==> config.mk <==
export PLATFORM = sky130hd
export DESIGN_NAME = gray_clk_gen
export DESIGN_NICKNAME = d
export VERILOG_FILES = /design/src/rtl/gray_clk_gen.sv
export SDC_FILE = /design/constraint.sdc
export NUM_CORES = 1
export LEC_CHECK = 0
export CAP_MARGIN = 10
export CORE_MARGIN = 5
export CORE_UTILIZATION = 40
export CTS_BUF_LIST = sky130_fd_sc_hd__clkbuf_8
export CTS_CLUSTER_DIAMETER = 150
export DETAILED_ROUTE_END_ITERATION = 7
export MAX_ROUTING_LAYER = met4
export PLACE_DENSITY = 0.69
export SLEW_MARGIN = 15
export SYNTH_ARGS = -nofsm -noshare
export SYNTH_HDL_FRONTEND = slang
export SYNTH_SLANG_ARGS = --single-unit
==> constraint.sdc <==
create_clock -name clk_master -period 1.6 [get_ports clk_master]
set_clock_uncertainty 0.15 [all_clocks]
set_input_delay 0.16 -clock clk_master [delete_from_list [all_inputs] [get_ports clk_master]]
set_output_delay 0.16 -clock clk_master [all_outputs]
set_load 0.03 [all_outputs]
==> src/rtl/gray_clk_gen.sv <==
// Gray-coded clock divider: binary count b -> registered gray_clk -> registered tap/quadrature taps.
// Define GRAY_SINE_EN to build the q_sine quadrature output; otherwise q_sine is tied to 0.
module gray_clk_gen #(
   parameter int W  = 11,
   parameter int SW = 4
) (
   input  logic          clk_master,
   input  logic          rst,
   input  logic          en,
   input  logic          clr,
   input  logic [SW-1:0] tap_sel,
   output logic [W-1:0]  gray_clk,
   output logic          q_tap,
   output logic          q_sine,
   output logic          wrap
);

   logic [W-1:0] b;
   logic         tap_bit;

   // Explicit compare mux so tap_sel >= W selects nothing and yields 0.
   always_comb begin
      tap_bit = 1'b0;
      for (int k = 0; k < W; k++)
         if (tap_sel == SW'(k)) tap_bit = gray_clk[k];
   end

   // clr flushes the whole pipeline so the restart looks identical to a reset.
   always_ff @(posedge clk_master) begin
      if (rst || clr) begin
         b        <= '0;
         gray_clk <= '0;
         q_tap    <= 1'b0;
         wrap     <= 1'b0;
      end else begin
         wrap <= en && (&b);
         if (en) begin
            b        <= b + 1'b1;
            gray_clk <= b ^ (b >> 1);
            q_tap    <= tap_bit;
         end
      end
   end

`ifdef GRAY_SINE_EN
   logic [W-1:0] b_d;
   logic         sine_bit;

   // b_d is the binary value aligned with gray_clk; b_d[k+1] trails gray_clk[k] by a quarter period.
   always_comb begin
      sine_bit = 1'b0;
      for (int k = 0; k < W-1; k++)
         if (tap_sel == SW'(k)) sine_bit = b_d[k+1];
   end

   always_ff @(posedge clk_master) begin
      if (rst || clr) begin
         b_d    <= '0;
         q_sine <= 1'b0;
      end else if (en) begin
         b_d    <= b;
         q_sine <= sine_bit;
      end
   end
`else
   assign q_sine = 1'b0;
`endif

endmodule

; ---- After elaboration in Yosys (flattened, before gate mapping)
; Cells that the tools add are included.
[op_classes]
n_reduce_logical = 4
n_eq_ne = 10
n_bitwise = 1
n_mux = 11
n_addsub = 1
[ops]
columns = cell, n
row1 = "== test 4 x 3 -> 1 bit, second input constant", 4
row2 = "== test 4 bit, second input constant", 3
row3 = "adder 11 x 1 -> 11 bit, second input constant", 1
row4 = two-way mux 1 bit, 11
row5 = AND reduction 11 bit, 1
row6 = bitwise XOR 11 x 10 -> 11 bit, 1
row7 = "== test 4 x 2 -> 1 bit, second input constant", 2
row8 = "== test 4 x 1 -> 1 bit, second input constant", 1
row9 = zero test 4 bit, 1
row10 = logical AND 1 bit, 1
row11 = logical OR 1 bit, 1
[word_totals]
wordCells = 31
input_bits = 8
output_inout_bits = 14
regBits = 24

; ---- Depth between registers and ports, before layout
[depth]
ltp_word = 12
depth_mapped = 5
ltp_nobuf = 5

; ---- Worst setup path before layout
; OpenSTA, ideal clock, no wires.
[synth_path]
kind = reg2reg
startpoint = register gray_clk[0] (netlist name)
endpoint = register b[10]
arrival_time_ps = 1060
slack_ps = 262
t_required_ps = 1322
n_path_buf = 0
synth_period_minus_slack_ps = 1338
stages_incl_launch_ff = 6
path_cell_list = dfxtp_1 ha_1 and4_1 nand3_1 xor2_1 nor2_1
[synth_rtl]
columns = item, line_no
row1 = to (signal assigned), 38  ; b <= b + 1'b1;
row2 = to (decl), 18  ; logic [W-1:0] b;

==> metrics list <==
- Outcome: finished, final reports clean
- In this run the worst path has a maximum fanout of 5.
- The hold violation count in the final report is 0.
- VDD sags by at most just over 0.5 mV.
- Synth warn: 0
- The completed layout was analyzed and its total power is approximately 1000 uW.
- Worst setup path class: flip-flop to flip-flop
- Routed length per placed instance: between 10 and 15 um
* Filler Cell Count: between 200 and 300
* Worst setup slack after layout: between 100 and 150 ps
- Total number of vias: approximately 850
- Port buffering added 20 buffers.
- Post-synthesis instance area: 0.00111 mm2
- Number of standard-cell rows in the floorplan: 19
- Final routed DRC violation total: 0
* Maximum number of pins on one net before global-route repair: 22
- The floorplan step set the die width to about 63 um.
- Flop-to-flop setup slack: 140 ps
* CTS tree: yes
- Net count after synthesis: ~130
- DIE AREA: a little under 0.004 mm2
* Library cell used as clock root buffer: clkbuf_8
- ANT nets after route: 0
* Pwr/cell area: around 740 mW/mm2
- Worst hold path class: flip-flop to flip-flop
- Summing all multi-input logic gate instances after layout gives around 590 um2.
* Sort of element at the start of the critical path: flip-flop
- Post-synthesis cell type count: 25
* 1st-pass router iterations: 4
* Count of boundary I/O pins: 22
* Via/cell ratio: approximately 5
- Among all flip-flop cells after synthesis, the most frequent one is dfxtp_1.
- CTS saw 23 sinks.
* Number of synthesized register bits: 23
- Post-DP Area: ~0.0013 mm2
* Static Leakage: about 0.00065 uW
- The routed design could run at a clock period as short as ~1500 ps.
* Detail Placement HPWL: approximately 1700 um
* Sequential cell area: roughly 460 um2
* Setup Slack @ Placement: -91.9 ps
- Final period util: between 90% and 100%
- The area growth from synthesis to layout is 24.5%.
- Number of buffers inserted during clock tree synthesis: 3
* Post-route cell area: 0.00138 mm2
- Share of layout cells above drive strength 1: 8.03%
- The max-slew violation count was 0.
* Number of antenna repair diodes: 0
- The share of synthesized area in the top cell type comes to around two fifths.
- Area inside the core boundary: 0.00271 mm2
- The via count of the first global-routing pass was 840.
* Number of enable-type register cells in the synthesized netlist: 0
- The initial antenna violation count is 0.
- After global routing the overflow that remains totals 0.
- Share of synthesized flip-flops with an asynchronous set or reset: 0%
* Insertion delay to the later sink of the worst-skew pair: ~270 ps
* Sum of routed wire length over all layers: 2240 um
- For this run, the total global-route usage over all layers was measured as around an eighth.
- Setup repair after global routing left no endpoint under its margin.
- Top cells by area in the synthesized netlist: dfxtp_1 41%, mux2i_1 13%, ha_1 10%, nor2_1 8.1%, xor2_1 5.5%
* Fraction of the core area covered by cells at the end of the flow: between 50% and 60%
- At the worst endpoint, the required time is 1620 ps.
- Number of endpoints failing setup at the final stage: 0
- dfxtp_1 takes more of the synthesized area than any other cell.
* Global-route wire length before repair: around 3900 um
- Peak clock frequency supported by timing: ~700 MHz
- Fraction of the yosys area taken by sequential cells: roughly 41%
- Maximum buffer depth of the clock tree: 2
* Number of H-tree levels: 1
- Critical path endpoint category: flip-flop
- The congestion estimate from routability-driven global placement came to about 0.74.
* Per-instance average area after synthesis: roughly 9.7 um2
* Post-layout nets: 155
- The tool flagged a number of max-cap violations equal to 0.
- After technology mapping, the gate count stands at approximately 110.
- Effective utilization at floorplan: 41.0%
- Iter 0 DRT Violations: 22
- Data on the critical path arrives at its endpoint at approximately 1500 ps.
* Clock transition at the registers of the reported paths: about 80 ps
- From bottom edge to top edge, the die measures between 60 and 70 um.
[logic make-up (layout without fill, tap and decap cells)]
kind of cell / count (synthesis) / count (layout) / synth area share, %
buf+inv: 8 / 31 / 5.75
fa+ha+maj: 9 / 9 / 10.1
compound gates: 5 / 5 / 2.59
flops: 23 / 23 / 41.5
mux: 14 / 14 / 12.6
simple gates: 43 / 43 / 18.4
xor+xnor: 11 / 11 / 8.68
other cells: 1 / 1 / 0.338
[routing by layer]
| metal | vias up | wire length (um) | GRT usage (%) |
|---|---|---|---|
| li1 | 428 | - | - |
| met1 | 383 | 1080 | 15.3 |
| met2 | 28 | 1000 | 18.4 |
| met3 | 7 | 92 | 2.70 |
| met4 | 0 | 63 | 7.96 |
| met5 | - | 0 | - |
[synth_stat cells (all sizes together), types with 2 or more instances]
master,n
and4,2
buf,5
clkbuf,2
dfxtp,23
ha,9
mux2i,14
nand2,4
nand3,4
nor2,24
nor3,2
nor4b,3
o21ai,2
xnor2,4
xor2,7
[worst max-delay path, stage by stage (launching register included)]
cell and delay [ps]:
dfxtp_2 390, ha_1 210, and4_1 280, nand3_1 130, xor2_1 150, nor2_1 50
[final cells by class]
type	instances	share of cell area [%]
Multi-Input combinational cell	83	42.4
Sequential cell	23	33.4
Timing Repair Buffer	26	17.8
Clock buffer	3	2.99
Tap cell	31	2.81
Clock inverter	1	0.362
Inverter	1	0.272
[repair_timing]
action	in CTS	in global routing
setup endpoints to repair	12	2
pin swaps	0	0
resized for setup	12	2
buffers inserted	0	0
cloned	0	0
hold buffers	0	0
[final timing paths]
check,startpoint,endpoint,cells after the start
setup / recovery,gray_clk[0],b[10],5
hold / removal,b[10],wrap,2
hold reg to reg,b[10],wrap,2
setup reg to reg,gray_clk[0],b[10],5
[through the flow]
stage	TNS, ps	cells	hold slack, ps
3_3_place_gp	-32.6	164	333
5_1_grt	0	168	395
3_5_place_dp	-91.9	164	343
2_1_floorplan	0	114	176
6_report	0	168	349
4_1_cts	0	168	357
[cell usage in the layout (no fill, tap or decap), types with 2 or more instances in the layout]
cell type,Yosys,final
nand2_1,4,4
clkbuf_8,0,3
buf_4,2,5
clkdlybuf4s50_1,0,7
nor2_1,24,24
nor3_1,2,2
o21ai_0,2,2
nor4b_1,3,3
xor2_1,7,7
and4_1,2,2
dlygate4sd2_1,0,12
mux2i_1,14,14
nand3_1,4,4
xnor2_1,4,4
dfxtp_1,23,22
ha_1,9,9
[where the power goes]
| part | switching, uW | leakage, uW | internal (uW) |
|---|---|---|---|
| combinational | 46.1 | 0.000441 | 45.7 |
| clock | 185 | 0.0000255 | 174 |
| sequential | 2.50 | 0.000186 | 575 |
[flip-flops by register name, indices dropped and copies added, names as in the netlist]
signal	flops
wrap	1
q_tap	1
gray_clk	11
b	10
Power figures use the tool's default switching activity.
